[config.mk]
export PLATFORM = sky130hd
export DESIGN_NAME = neuron_scheduler
export DESIGN_NICKNAME = d
export VERILOG_FILES = /design/src/rtl/neuron_sched_pkg.sv /design/src/rtl/rr_arbiter.sv /design/src/rtl/neuron_scheduler.sv
export SDC_FILE = /design/constraint.sdc
export NUM_CORES = 1
export LEC_CHECK = 0
export CAP_MARGIN = 20
export CORE_MARGIN = 5
export CORE_UTILIZATION = 60
export CTS_BUF_LIST = sky130_fd_sc_hd__clkbuf_4
export DETAILED_ROUTE_END_ITERATION = 8
export GPL_ROUTABILITY_DRIVEN = 0
export PLACE_DENSITY = 0.83
export SLEW_MARGIN = 20
export SYNTH_ARGS = -nofsm -noshare
export SYNTH_HDL_FRONTEND = slang
export SYNTH_SLANG_ARGS = --single-unit
[constraint.sdc]
create_clock -name CLK104MHZ -period 3.4 [get_ports CLK104MHZ]
set_clock_uncertainty 0.05 [all_clocks]
set_input_delay 0.85 -clock CLK104MHZ [delete_from_list [all_inputs] [get_ports CLK104MHZ]]
set_output_delay 0.85 -clock CLK104MHZ [all_outputs]
set_load 0.005 [all_outputs]
[src/rtl/neuron_sched_pkg.sv]
// neuron_sched_pkg: FSM state encoding and default timing constants for neuron_scheduler
package neuron_sched_pkg;
  typedef logic [2:0] state_t;
  localparam state_t S_IDLE    = 3'd0;
  localparam state_t S_SETTLE  = 3'd1;
  localparam state_t S_CONVERT = 3'd2;
  localparam state_t S_COMPARE = 3'd3;
  localparam state_t S_PULSE   = 3'd4;
  localparam int DEF_NUM_CH         = 4;
  localparam int DEF_SETTLE_CYCLES  = 8;
  localparam int DEF_ADC_TIMEOUT    = 255;
  localparam int DEF_PULSE_CYCLES   = 104;
  localparam int DEF_REFRACT_CYCLES = 1040;
endpackage

[src/rtl/rr_arbiter.sv]
// rr_arbiter: one-hot round-robin grant, searching upward from ptr with wraparound
module rr_arbiter #(
  parameter int N = 4,
  localparam int W = N > 1 ? $clog2(N) : 1
) (
  input  logic [N-1:0] req,
  input  logic [W-1:0] ptr,
  output logic [N-1:0] grant
);
  logic found;
  always_comb begin
    grant = '0;
    found = 1'b0;
    for (int i = 0; i < N; i++)
      for (int k = 0; k < N; k++)
        if (!found && req[k] && k == (int'(ptr) + i) % N) begin
          grant[k] = 1'b1;
          found = 1'b1;
        end
  end
endmodule

[src/rtl/neuron_scheduler.sv]
// neuron_scheduler: round-robin sharing of one ADC/threshold path across neuron channels
module neuron_scheduler
  import neuron_sched_pkg::*;
#(
  parameter int NUM_CH         = DEF_NUM_CH,
  parameter int SETTLE_CYCLES  = DEF_SETTLE_CYCLES,
  parameter int ADC_TIMEOUT    = DEF_ADC_TIMEOUT,
  parameter int PULSE_CYCLES   = DEF_PULSE_CYCLES,
  parameter int REFRACT_CYCLES = DEF_REFRACT_CYCLES,
  localparam int W = NUM_CH > 1 ? $clog2(NUM_CH) : 1
) (
  input  logic                CLK104MHZ,
  input  logic                reset,
  input  logic [NUM_CH-1:0]   fireNeuron,
  input  logic signed [11:0]  threshold,
  input  logic signed [11:0]  ADC_OUT,
  input  logic                adc_valid,
  output logic [W-1:0]        adc_sel,
  output logic                adc_start,
  output logic [NUM_CH-1:0]   pulse_out,
  output logic                busy,
  output logic                timeout_err
);
  localparam int RW = $clog2(REFRACT_CYCLES + 1);
  state_t state;
  logic [15:0] cnt;
  logic [W-1:0] ptr, gidx;
  logic [NUM_CH-1:0] pending, elig, grant, refr_zero;
  logic signed [11:0] sample;
  logic pulse_end;

  assign elig = pending & refr_zero;
  rr_arbiter #(.N(NUM_CH)) u_arb (.req(elig), .ptr(ptr), .grant(grant));

  always_comb begin
    gidx = '0;
    for (int k = 0; k < NUM_CH; k++)
      if (grant[k]) gidx = W'(k);
  end

  // strobes and pulse decode straight from state so reset clears them immediately
  assign busy      = state != S_IDLE;
  assign adc_start = state == S_CONVERT && cnt == '0;
  assign pulse_out = state == S_PULSE ? NUM_CH'(1) << adc_sel : '0;
  assign pulse_end = state == S_PULSE && cnt == 16'(PULSE_CYCLES - 1);

  always_ff @(posedge CLK104MHZ or posedge reset)
    if (reset) begin
      state       <= S_IDLE;
      cnt         <= '0;
      ptr         <= '0;
      adc_sel     <= '0;
      sample      <= '0;
      pending     <= '0;
      timeout_err <= 1'b0;
    end else begin
      timeout_err <= 1'b0;
      cnt         <= cnt + 16'd1;
      pending     <= (pending & ~(state == S_IDLE ? grant : '0)) | fireNeuron;
      case (state)
        S_IDLE:
          if (|grant) begin
            state   <= S_SETTLE;
            adc_sel <= gidx;
            ptr     <= gidx == W'(NUM_CH - 1) ? '0 : gidx + 1'b1;
            cnt     <= '0;
          end
        S_SETTLE:
          if (cnt == 16'(SETTLE_CYCLES - 1)) begin
            state <= S_CONVERT;
            cnt   <= '0;
          end
        S_CONVERT:
          if (adc_valid) begin
            sample <= ADC_OUT;
            state  <= S_COMPARE;
          end else if (cnt == 16'(ADC_TIMEOUT - 1)) begin
            timeout_err <= 1'b1;
            state       <= S_IDLE;
          end
        S_COMPARE: begin
          state <= sample > threshold ? S_PULSE : S_IDLE;
          cnt   <= '0;
        end
        S_PULSE:
          if (pulse_end) state <= S_IDLE;
        default: state <= S_IDLE;
      endcase
    end

  for (genvar g = 0; g < NUM_CH; g++) begin : g_refr
    logic [RW-1:0] rc;
    always_ff @(posedge CLK104MHZ or posedge reset)
      if (reset) rc <= '0;
      else if (pulse_end && adc_sel == W'(g)) rc <= RW'(REFRACT_CYCLES);
      else if (rc != '0) rc <= rc - 1'b1;
    assign refr_zero[g] = rc == '0;
  end
endmodule
* After elaboration in Yosys (flattened, before gate mapping)
Index checks and enable logic that the tools add are counted.
** Word-level totals
- Output and inout port bits :: 9
- Bits of input ports :: 31
- Logic and storage cells :: 192
- Bits in writable memories :: 0
- ROM bits :: 0
- Latch bits :: 0
- Memories :: 0
- Register bits :: 84
** Operators by class
- Equal/unequal tests :: 27
- Magnitude comparators :: 1
- Shift operators :: 1
- $mul :: 0
- Mux-type cells :: 57
- Bitwise gates (word level) :: 7
- Reduce and logical (&&, ||, !) cells :: 79
- Add/subtract/negate cells :: 9
- Divide/modulo/power cells :: 0
** Operators by type and width (number)
- $logic_not 32->1 :: 4
- $mux 11 :: 8
- $pmux 16 s3 :: 1
- $logic_not 11->1 :: 4
- $reduce_bool 11->1 :: 4
- $sub 11x1->11 const B :: 4
- $logic_and 1x1->1 :: 37
- $mux 1 :: 34
- $mux 16 :: 2
- $eq 3x3->1 const A :: 6
- $mux 3 :: 6
- $add 16x1->16 const B :: 1
- $eq 16x3->1 const B :: 1
- $eq 16x7->1 const B :: 1
- $eq 16x8->1 const B :: 1
- $logic_not 16->1 :: 1
- $logic_not 1->1 :: 15
- $pmux 3 s5 :: 1
- $gt 12x12->1 :: 1
- $eq 2x3->1 const A :: 3
- $and 4x4->4 :: 2
- $mux 4 :: 2
- $reduce_bool 2->1 :: 4
- $eq 2x2->1 const B :: 3
- 23 further kinds :: 35

* Longest topological paths before layout
Gate-level depths: netlist (run 1).
- Word-level depth :: 68
- Gate-level depth with buffers :: 9
- Gate-level depth less buffers :: 8

* Modules after synthesis
Synthesis (run 1) repeated with hierarchy kept, for this count alone.
** Second synthesis, totals
- Cell total of the unflattened synthesis :: 484
- Area, all modules :: 4544.4 sq um
** Modules (own cells, without submodules)
- neuron_scheduler :: cells an instance 468, instances 1, seq. area each 2102.0 sq um, area an instance 4443.0 sq um
- rr_arbiter :: cells an instance 16, instances 1, seq. area each 0.0 sq um, area an instance 101.3 sq um

* Worst setup path after synthesis (run 1)
Ideal clock, no wire load.
- Kind :: reg-to-reg
- Start point :: reg g_refr[3].rc[0]
- End point :: reg cnt[14]
- Period minus slack after synthesis :: 2.270 ns
- Data required time :: 3.231 ns
- Setup time :: 0.119 ns
- Path slack :: 1.130 ns
- Stages on the path, launching flop included :: 9
- Buffers on the path :: 1
- Arrival time :: 2.102 ns
- Cell sequence :: dfrtp_1 inv_1 ha_1 nor4b_2 nand4_2 or4_4 a31oi_4 buf_6 nor2_1
** Between the ends
- Word-level cells in the longest chain between the ends :: 56
- Elaborated cells on any way between the ends :: 68
- Those cells by class :: mux (27); bitwise (1); reduce/logical (40)
** RTL lines
- from (decl) :: line neuron_scheduler.sv:92 : logic [RW-1:0] rc;
- from (signal assigned) :: line neuron_scheduler.sv:95 : else if (pulse_end && adc_sel == W'(g)) rc <= RW'(REFRACT_CYCLES);
- from (signal assigned) :: line neuron_scheduler.sv:96 : else if (rc != '0) rc <= rc - 1'b1;
- $logic_not 11->1 * :: line neuron_scheduler.sv:97 : assign refr_zero[g] = rc == '0;
- $and 4x4->4 * :: line neuron_scheduler.sv:32 : assign elig = pending & refr_zero;
- $logic_and 1x1->1 (2 in a row) :: line rr_arbiter.sv:16 : if (!found && req[k] && k == (int'(ptr) + i) % N) begin
- $mux 1 :: line rr_arbiter.sv:16
- $logic_not 1->1 :: line rr_arbiter.sv:16
- $logic_and 1x1->1 (2 in a row) :: line rr_arbiter.sv:16
- $mux 1 :: line rr_arbiter.sv:16
- $logic_not 1->1 :: line rr_arbiter.sv:16
- [... 36 more ...]
- $logic_and 1x1->1 (2 in a row) :: line rr_arbiter.sv:16
- $mux 1 :: line rr_arbiter.sv:16
- $logic_not 1->1 :: line rr_arbiter.sv:16
- $logic_and 1x1->1 (2 in a row) :: line rr_arbiter.sv:16
- $mux 1 :: line rr_arbiter.sv:16
- $reduce_or 4->1 * :: line neuron_scheduler.sv:62 : if (|grant) begin
- $mux 16 * :: line neuron_scheduler.sv:62
- $pmux 16 s3 * :: line neuron_scheduler.sv:60 : case (state)
- to (signal assigned) :: line neuron_scheduler.sv:58 : cnt <= cnt + 16'd1;
- to (decl) :: line neuron_scheduler.sv:26 : logic [15:0] cnt;
Every way passes the cells marked *; elsewhere a longest branch is shown, timed or not.
A chain may end at the register's enable or synchronous reset.

* Worst setup path in the final report (run 1)
- Start point :: reg cnt[9]
- End point :: out adc_start
** Between the ends
- Word-level cells in the longest chain between the ends :: 2
** RTL lines
- $logic_not 16->1 :: line neuron_scheduler.sv:43 : assign adc_start = state == S_CONVERT && cnt == '0;
- $logic_and 1x1->1 :: line neuron_scheduler.sv:43
- to (decl) :: line neuron_scheduler.sv:19 : output logic adc_start,
Every way passes these cells.

==> results of run 1 <==
state kept, by name, indices dropped and copies added, names as in the netlist:
name / count
cnt: 16
timeout_err: 1
ptr: 2
pending: 4
state: 3
adc_sel: 2
sample: 12
g_refr.rc: 44
layer usage:
metal	routed length, um	GRT usage	up-vias
met5	0	0	-
met4	121	0.06092	0
met3	353	0.03609	14
met2	4528	0.3458	95
met1	4322	0.2624	1776
li1	-	-	1795
power by group through the flow:
stage          Clock [mW]  Sequential, mW  Combinational (mW)
2_1_floorplan           0            1.23               0.759
6_report            0.686            1.28               0.961
4_1_cts             0.700            1.28               0.958
5_1_grt             0.753            1.31                1.08
3_3_place_gp            0            1.29               0.914
3_5_place_dp            0            1.30               0.952
cells in the final DEF, fill, tap and decap left out, types with 3 or more instances in the layout:
cell type | Yosys | layout
a211oi_1 | 5 | 5
a21o_1 | 4 | 4
a21oi_1 | 13 | 13
a31oi_1 | 3 | 3
and2_1 | 5 | 5
and3_1 | 8 | 8
and4_1 | 4 | 4
clkbuf_4 | 0 | 9
clkdlybuf4s50_1 | 0 | 39
dfrtp_1 | 84 | 84
ha_1 | 22 | 22
inv_1 | 32 | 31
mux2_2 | 11 | 11
nand2_1 | 33 | 33
nand2b_1 | 9 | 9
nand3_1 | 19 | 19
nand3b_1 | 8 | 8
nand4_1 | 10 | 10
nor2_1 | 77 | 77
nor2b_1 | 10 | 10
nor3_1 | 16 | 16
nor4_1 | 8 | 7
nor4_2 | 3 | 4
o21ai_0 | 13 | 13
o31ai_1 | 4 | 4
or3_1 | 6 | 6
xnor2_1 | 21 | 21
xor2_1 | 25 | 25
worst max-delay path, cell delays in order (launching register included):
cell and delay (ns):
dfrtp_1 0.45, nor4_1 0.37, nand3_1 0.19, nor4_1 0.33
clkdlybuf4s50_1 0.56
area by class of cell:
cell class / instances / share of cell area
flip-flops and latches: 84 / 0.3896
multi-input cells: 368 / 0.4532
clock inverters: 7 / 0.01971
well taps: 102 / 0.02365
inverters: 32 / 0.02250
clock buffers: 9 / 0.01252
repair buffers: 42 / 0.07885
logic make-up (layout without fill, tap and decap cells):
kind of cell	Yosys count	after routing	synth area share
AND/OR/NAND/NOR	234	234	0.2694
flip-flops	84	84	0.4460
XOR/XNOR	46	46	0.08548
buffers and inverters	44	90	0.03663
AO/OA/AOI/OAI	54	54	0.07566
multiplexers	12	12	0.02840
adder cells (fa/ha/maj)	22	22	0.05840
final timing paths:
kind | start | endpoint | slack [ns] | depth (start not counted)
setup / recovery | cnt[9] | adc_start | 0.18 | 4
hold / removal | cnt[0] | cnt[0] | 0.45 | 1
setup reg to reg | g_refr[3].rc[0] | cnt[13] | 0.73 | 7
hold reg to reg | cnt[0] | cnt[0] | 0.45 | 1
max in group asynchronous | reset | cnt[7] | 2.04 | 3
min in group asynchronous | reset | adc_sel[1] | 0.62 | 2
through the flow:
step	util	setup slack, ns	total power, mW	hold slack, ns	cell area (um^2)
final	0.7018	0.1772	2.931	0.4532	5395
after global routing	0.7018	0.01337	3.143	0.4838	5395
after CTS	0.7010	0.1216	2.937	0.4549	5389
after detailed placement	0.6784	0.5100	2.251	0.4341	5215
after global placement	0.6784	0.6320	2.203	0.4130	5215
after floorplan	-	0.3349	1.988	0.3990	4713
what timing repair did:
item                       4_1_cts  5_1_grt
hold buffers                     0        0
setup endpoints to repair        0        1
gates resized for setup          0        1
==> key figures, run 1 <==
Floorplanning
  – Row count: 32
  – Die width: a little under 100 um
  – Chip Height: between 90 and 100 um
  – Initial Util: 0.6131
  – Die area: around 9700 um^2
  – Core box area: a little under 8000 um^2
  – Top Ports: 40

Final layout
  – Fillers: 594
  – Layout cell share with drive strength beyond 1: 0.08487
  – Finished Layout Cells: 644
  – Multi-input logic area: 2445 um^2
  – Antenna Cells: 0
  – Nets: 590
  – Register area: 2102 um^2
  – Area grow syn2layout: 14.47%

Synth
  – Avg Inst Size Synth: 9.503 um^2
  – Unique cell type count in the Yosys netlist: 52
  – EDFF count, synth: 0
  – FFs w/ async S/R, synth: 1.000
  – Ranking of synthesized cells by area: dfrtp_1 45%, nor2_1 6.1%, ha_1 5.8%
  – Area leader, netlist: dfrtp_1
  – Syn Std Cell Area: 4713 um^2
  – Post-synth top area share: 0.4460
  – Most frequent cell after synthesis: dfrtp_1
  – Post-synthesis sequential area ratio: 0.4460
  – FF+latch count, synth: 84
  – Syn Nets: 549
  – Top FF cell, synth: dfrtp_1
  – Top cells by count, synth: 84 x dfrtp_1, 77 x nor2_1, 33 x nand2_1, 32 x inv_1, 25 x xor2_1
  – Synth Warn #: 0
  – Post-Synthesis Cells: 496

Clocking
  – Skew-Pair Late Insertion Delay: 0.42 ns
  – CTS Buf Count: 9
  – H-tree Lvls: 3
  – Clk slew on worst S/H paths: 0.13 ns
  – Post-CTS setup buffer count: 0
  – Root Buffer: clkbuf_4
  – CTS tree: yes
  – # clock sinks: 84
  – CTS Buffer Depth: 2

Timing
  – RSZ-0062 raised after global routing: no
  – Final hold vios: 0
  – Fmax: 310.3 MHz
  – Final setup TNS: 0 ns
  – Slew @ Worst Pin: slightly above 0.8 ns
  – Worst slew margin: 0.4530
  – Final Slew Violations: 0
  – Final setup violation count: 0
  – Period minus WS final: 3.223 ns
  – Final Cycle Share: 0.9479

Drt
  – Via count: 3,680
  – WL final: 9326 um
  – DR WL/cell: 14.48 um
  – 1st-pass router iterations: 5
  – Antenna Nets Post-Route: 0
  – Vias per cell: between 5 and 6
  – Starting DRT DRC Count: 201
  – # DRC: 0

Place
  – Detailed placement HPWL: approximately 6900 um
  – Port Buf Inserts: 39
  – Placed Cells: between 600 and 700

Pwr
  – Clk pwr share: 0.234
  – Switching power share of the total: 0.3545
  – Sequential fraction of design power: 0.438
  – Power Density: approximately 540 nW/um^2
  – Lkg Pwr: 2.524 nW
  – Comb pwr share: 0.328
  – Switch Pwr: 1.039 mW
  – Worst ir drop on vdd: 0.4292 mV
  – Cell internal pwr: 1.892 mW

Global route
  – Global-route wire length before repair: around 16,000 um
  – Gr usage total: 0.2020
  – Grt total ovfl: 0
  – Initial antenna violation count: 0
  – Vias in the first global route: 3,768
  – Largest net degree at the start of global routing: 43

Worst setup path
  – Critical path arrival: about 2.3 ns
  – Setup Crit Path Kind: flip-flop to primary output
  – Crit start category: flip-flop
  – Crit path max fanout: 5
  – Worst Setup End Kind: primary output
  – Critical path data required time: approximately 2.5 ns

Worst hold path
  – Hold Crit Class: flip-flop to flip-flop

Flow run
  – Max_cap viols: 0

Status
  – Status: completed
No activity file was read; power rests on OpenSTA's default activity.
==> run 2, diff against run 1 <==
CORE_UTILIZATION = 37   (was 60)
PLACE_DENSITY = 0.56   (was 0.83)
==> key figures, run 2 (same netlist as run 1, synthesis figures left out) <==
Worst setup path
  – Crit start category: flip-flop
  – Crit Reg-Reg Startpoint: g_refr[0].rc[0]
  – Setup Crit Path Kind: flip-flop to primary output
  – CP max stage cell: clkdlybuf4s50_1
  – CP Launch Point: cnt[8]
  – Critical path arrival: 2.22 ns (-0.10 ns)
  – Crit path max fanout: 5 (unchanged)
  – Worst-path cell chain: nor4_2 > nand3_1 > nor4_2 > clkdlybuf4s50_1
  – Worst Setup End Kind: primary output
  – Crit-path most repeated cell: nor4_2
  – R2r worst-path depth: 8 (+1)
  – Critical path data required time: 2.50 ns (about the same)
  – Crit-path max cell delay: 0.55 ns (about the same)

Global route
  – Grt total ovfl: 0 (unchanged)
  – Layer with the highest usage: met2
  – Initial antenna violation count: 0 (unchanged)
  – M1 GR Usage: 0.1863 (-0.07607)
  – Grt met2 use: 0.2248 (-0.1210)
  – Gr usage total: 0.1395 (-0.06246)
  – Vias in the first global route: 3,628 (-3.7%)
  – Largest net degree at the start of global routing: 45 (+4.7%)
  – Global-route wire length before repair: 16,910 um (+2.9%)
  – GR met3 Demand/Resource: 0.03594 (-0.0001487)

Timing
  – Final Cycle Share: 0.9186 (-0.02933)
  – Fmax: 320.2 MHz (+3.2%)
  – Period minus WS final: 3.123 ns (-0.09972 ns)
  – Slew @ Worst Pin: 0.7681 ns (-0.04486 ns)
  – Worst slew margin: 0.4832 (+0.03018)
  – Final Slew Violations: 0 (unchanged)
  – RSZ-0062 raised after global routing: no
  – Final setup TNS: 0 ns (unchanged)
  – Final setup violation count: 0 (unchanged)
  – Final hold vios: 0 (unchanged)

Clocking
  – Skew-Pair Late Insertion Delay: 0.45 ns (+0.03 ns)
  – # clock sinks: 84 (unchanged)
  – CTS tree: yes
  – Root Buffer: clkbuf_4
  – Post-CTS setup buffer count: 0 (unchanged)
  – H-tree Lvls: 3 (unchanged)
  – CTS Buffer Depth: 2 (unchanged)
  – CTS Buf Count: 9 (unchanged)
  – Clk slew on worst S/H paths: 0.15 ns (+0.02 ns)

Pwr
  – Switch Pwr: 1.025 mW (-1.3%)
  – Power Density: 506.1 nW/um^2 (-6.8%)
  – Power, Total: 2.759 mW (-5.9%)
  – Comb pwr share: 0.349 (+0.021)
  – Worst ir drop on vdd: 0.2634 mV (-39%)
  – Cell internal pwr: 1.733 mW (-8.4%)
  – Lkg Pwr: 2.506 nW (-0.75%)
  – Sequential fraction of design power: 0.463 (+0.025)
  – Clk pwr share: 0.188 (-0.046)
  – Switching power share of the total: 0.3717 (+0.01716)

Flow run
  – Max_cap viols: 0 (unchanged)

Drt
  – # DRC: 0 (unchanged)
  – Vias per cell: 4.960 (-13%)
  – Antenna Nets Post-Route: 0 (unchanged)
  – 1st-pass router iterations: 4 (-1)
  – DR WL/cell: 13.19 um (-8.9%)
  – Starting DRT DRC Count: 137 (-32%)
  – WL final: 9459 um (+1.4%)
  – Via count: 3,556 (-3.4%)

Final layout
  – Area grow syn2layout: 15.66%
  – Register area: 2102 um^2 (unchanged)
  – Antenna Cells: 0 (unchanged)
  – Multi-input logic area: 2457 um^2 (+0.51%)
  – Commonest non-fill, non-tap cells in the layout: 84 x dfrtp_1, 77 x nor2_1, 39 x clkdlybuf4s50_1, 33 x nand2_1, 31 x inv_1
  – Finished Layout Cells: 717 (+11%)
  – Max FFs per register: 44 (unchanged)
  – Top flop regs: g_refr.rc (44), cnt (16), sample (12)
  – Cell area after layout: 5451 um^2 (+1.0%)
  – Biggest register: g_refr.rc
  – Commonest non-fill, non-tap cell in the layout: dfrtp_1
  – Fillers: 1,238 (+110%)
  – Layout cell share with drive strength beyond 1: 0.09174 (+0.006872)
  – Nets: 593 (+0.51%)

Floorplanning
  – Initial Util: 0.3750 (-0.2381)
  – Chip Height: 122.9 um (+25%)
  – Die width: 122.9 um (+25%)
  – Die area: 15,100 um^2 (+55%)
  – Top Ports: 40 (unchanged)
  – Core box area: 12,570 um^2 (+63%)
  – Row count: 41 (+28%)

Worst hold path
  – Hold Crit Class: flip-flop to flip-flop
  – Hold path start: cnt[0]
  – Min-Delay Path Depth: 1 (unchanged)

Place
  – Placed Cells: 701 (+12%)
  – Placement Cell Area: 5313 um^2 (+1.9%)
  – Port Buf Inserts: 39 (unchanged)
  – Detailed placement HPWL: 6989 um (+0.77%)

Status
  – Status: completed
## run 2: changes by cell type in the layout (fill, tap and decap cells not counted), sizes merged
cell	change
clkinv	+3
clkinvlp	+1
buf	+3
inv	-2
bufinv	-2
## run 2: final cells by class
cell class	count	area share
flip-flops and latches	84	0.3856
inverters	32	0.02226
clock inverters	7	0.009640
well taps	172	0.03948
clock buffers	9	0.01239
repair buffers	45	0.07987
multi-input cells	368	0.4508
## run 2: power by group through the flow
stage          Combinational [mW]  Clock, mW  Sequential [mW]
6_report                    0.962      0.519             1.28
5_1_grt                      1.11      0.592             1.30
4_1_cts                     0.969      0.548             1.28
3_5_place_dp                0.960          0             1.30
3_3_place_gp                0.948          0             1.29
2_1_floorplan               0.759          0             1.23
## run 2: worst max-delay path: cells and delay by family, from the launching register on
kind / cells / cell delay [ns]
DFF: 1 / 0.47
buffers and inverters: 1 / 0.55
and+or+nand+nor: 3 / 0.75
## run 2: stage by stage
stage / worst slack, ns / util / hold slack [ns]
global placement: 0.5963 / 0.4227 / 0.4165
global route: 0.08186 / 0.4337 / 0.4828
detailed placement: 0.5690 / 0.4227 / 0.4250
CTS: 0.01377 / 0.4323 / 0.4565
finish: 0.2769 / 0.4337 / 0.4502
floorplan: 0.3349 / - / 0.3990
## run 2: repair_timing
| item | 4_1_cts | 5_1_grt |
|---|---|---|
| setup endpoints to repair | 0 | 1 |
| gates resized for setup | 0 | 3 |
| hold buffers | 0 | 0 |
## run 2: worst paths after layout
kind                                         to  slack, ns
max in group asynchronous       g_refr[0].rc[6]       1.84
worst max-delay path                  adc_start       0.28
worst min-delay path                     cnt[0]       0.45
min in group asynchronous       g_refr[2].rc[4]       0.76
worst min register to register           cnt[0]       0.45
worst max register to register          cnt[14]       0.75
## run 2: metal layers
layer,up-vias,share of wire
met2,57,0.46
met1,1689,0.49
met4,0,0.013
met3,12,0.038
met5,-,0
li1,1798,-
==> run 3, diff against run 2 <==
GPL_TIMING_DRIVEN = 0   (was not set)
==> key figures, run 3 (same netlist as run 1, synthesis figures left out) <==
Clocking
  – Skew-Pair Late Insertion Delay: 0.46 ns (about the same)
  – CTS Buf Count: 9 (unchanged)
  – Clk slew on worst S/H paths: 0.13 ns (-0.02 ns)
  – CTS tree: yes
  – Post-CTS setup buffer count: 0 (unchanged)
  – Root Buffer: clkbuf_4
  – # clock sinks: 84 (unchanged)
  – Hold-fix buffers at CTS: 0 (unchanged)
  – CTS Buffer Depth: 2 (unchanged)
  – H-tree Lvls: 3 (unchanged)

Drt
  – WL final: 9547 um (+0.93%)
  – Antenna Nets Post-Route: 0 (unchanged)
  – DR WL/cell: 13.19 um (about the same)
  – # DRC: 0 (unchanged)
  – 1st-pass router iterations: 4 (unchanged)
  – Vias per cell: 4.923 (-0.74%)
  – Starting DRT DRC Count: 148 (+8.0%)
  – Via count: 3,564 (+0.22%)

Final layout
  – Antenna Cells: 0 (unchanged)
  – Final Util: 0.4434 (+0.009657)
  – Biggest register: g_refr.rc
  – Area grow syn2layout: 18.24%
  – Cell area after layout: 5573 um^2 (+2.2%)
  – Max FFs per register: 44 (unchanged)
  – Layout cell share with drive strength beyond 1: 0.09058 (-0.001163)
  – Nets: 600 (+1.2%)
  – Top flop regs: g_refr.rc (44), cnt (16), sample (12)
  – Commonest non-fill, non-tap cell in the layout: dfrtp_1
  – Commonest non-fill, non-tap cells in the layout: 84 x dfrtp_1, 77 x nor2_1, 39 x clkdlybuf4s50_1, 33 x nand2_1, 31 x inv_1

Floorplanning
  – Chip Height: 122.9 um (unchanged)
  – Initial Util: 0.3750 (unchanged)
  – Row count: 41 (unchanged)
  – Top Ports: 40 (unchanged)
  – Core box area: 12,570 um^2 (unchanged)
  – Die area: 15,100 um^2 (unchanged)
  – Die width: 122.9 um (unchanged)

Worst setup path
  – CP max stage cell: clkdlybuf4s50_1
  – Crit-path max cell delay: 0.55 ns (about the same)
  – Crit-path most repeated cell: nor4_4
  – Critical path arrival: 2.31 ns (+0.09 ns)
  – Worst Setup End Kind: primary output
  – Crit start category: flip-flop
  – Worst-path cell chain: nor4_4 > nand3_2 > nor4_4 > clkdlybuf4s50_1
  – Crit path max fanout: 5 (unchanged)
  – Setup Crit Path Kind: flip-flop to primary output
  – Critical path data required time: 2.50 ns (about the same)

Global route
  – Largest net degree at the start of global routing: 53 (+18%)
  – Global-route wire length before repair: 16,590 um (-1.9%)
  – Gr usage total: 0.1373 (-0.002234)
  – Grt total ovfl: 0 (unchanged)
  – Initial antenna violation count: 0 (unchanged)
  – Vias in the first global route: 3,590 (-1.0%)

Worst hold path
  – Hold Crit Class: flip-flop to flip-flop

Place
  – Port Buf Inserts: 39 (unchanged)
  – Detailed placement HPWL: 7045 um (+0.81%)
  – Placement Cell Area: 5349 um^2 (+0.68%)
  – Setup WS pre-CTS: 0.3621 ns (-0.2068 ns)

Status
  – Status: completed

Pwr
  – Power Density: 529.4 nW/um^2 (+4.6%)
  – Lkg Pwr: 2.557 nW (+2.1%)
  – Worst ir drop on vdd: 0.2486 mV (-5.6%)

Timing
  – Hold Slack: 0.4543 ns (+0.004107 ns)
  – RSZ-0062 raised after global routing: no
  – Final Slew Violations: 0 (unchanged)
  – Fin worst setup slack: 0.1894 ns (-0.08747 ns)
  – Final Cycle Share: 0.9443 (+0.02573)
  – Final setup TNS: 0 ns (unchanged)
  – Period minus WS final: 3.211 ns (+0.08747 ns)
  – Final hold vios: 0 (unchanged)
  – Slew @ Worst Pin: 0.7616 ns (-0.006436 ns)
  – Worst slew margin: 0.4876 (+0.004330)
  – Fmax: 311.5 MHz (-2.7%)
  – Final setup violation count: 0 (unchanged)

Flow run
  – Max_cap viols: 0 (unchanged)
run 3: cell types whose count changed in the layout (fill, tap and decap cells not counted), sizes merged:
cell and delta:
clkinv -2, buf -3, clkinvlp -1, clkbuf +11
bufinv +2
run 3: area by class of cell:
class | count | area (um^2)
fill | 1261 | 6995
multi-input combinational | 368 | 2499
sequential | 84 | 2102
timing repair buffer | 40 | 417.9
tap | 172 | 215.2
inverter | 32 | 122.6
clock inverter | 6 | 88.84
clock buffer | 10 | 75.07
buffer | 12 | 52.55
run 3: metrics by stage:
| step | power, mW | instances |
|---|---|---|
| 6_report | 2.950 | 724 |
| 4_1_cts | 2.977 | 724 |
| 2_1_floorplan | 1.988 | 496 |
| 5_1_grt | 3.172 | 724 |
| 3_3_place_gp | 2.265 | 707 |
| 3_5_place_dp | 2.286 | 708 |
run 3: what timing repair did:
item,4_1_cts,5_1_grt
pin swaps,0,0
endpoints found under the setup margin,2,2
resized for setup,4,5
run 3: critical path, delay by kind of cell (launching register included):
| kind | cells | cell delay [ns] |
|---|---|---|
| AND/OR/NAND/NOR | 3 | 0.84 |
| buffers and inverters | 1 | 0.55 |
| flip-flops | 1 | 0.47 |
run 3: per-layer routing:
metal	global-route usage	part of all wire	vias up
met3	0.02811	0.037	11
met4	0.05878	0.019	0
met2	0.2152	0.46	49
met5	0	0	-
met1	0.1843	0.48	1694
li1	-	-	1810
run 3: path summary, 6_finish.rpt:
check / from / to / slack (ns) / cells past startpoint
setup / recovery: cnt[8] / adc_start / 0.19 / 4
hold reg to reg: g_refr[3].rc[10] / g_refr[3].rc[10] / 0.45 / 1
hold / removal: g_refr[3].rc[10] / g_refr[3].rc[10] / 0.45 / 1
setup reg to reg: g_refr[3].rc[0] / cnt[13] / 0.76 / 8
max in group asynchronous: reset / g_refr[0].rc[2] / 2.01 / 3
min in group asynchronous: reset / state[0] / 0.69 / 2
run 3: power by group:
part	internal, mW	switching [mW]	leakage (nW)	total [mW]
clock	0.306	0.357	0.0826	0.663
sequential	1.14	0.103	1.11	1.24
combinational	0.470	0.578	1.36	1.05
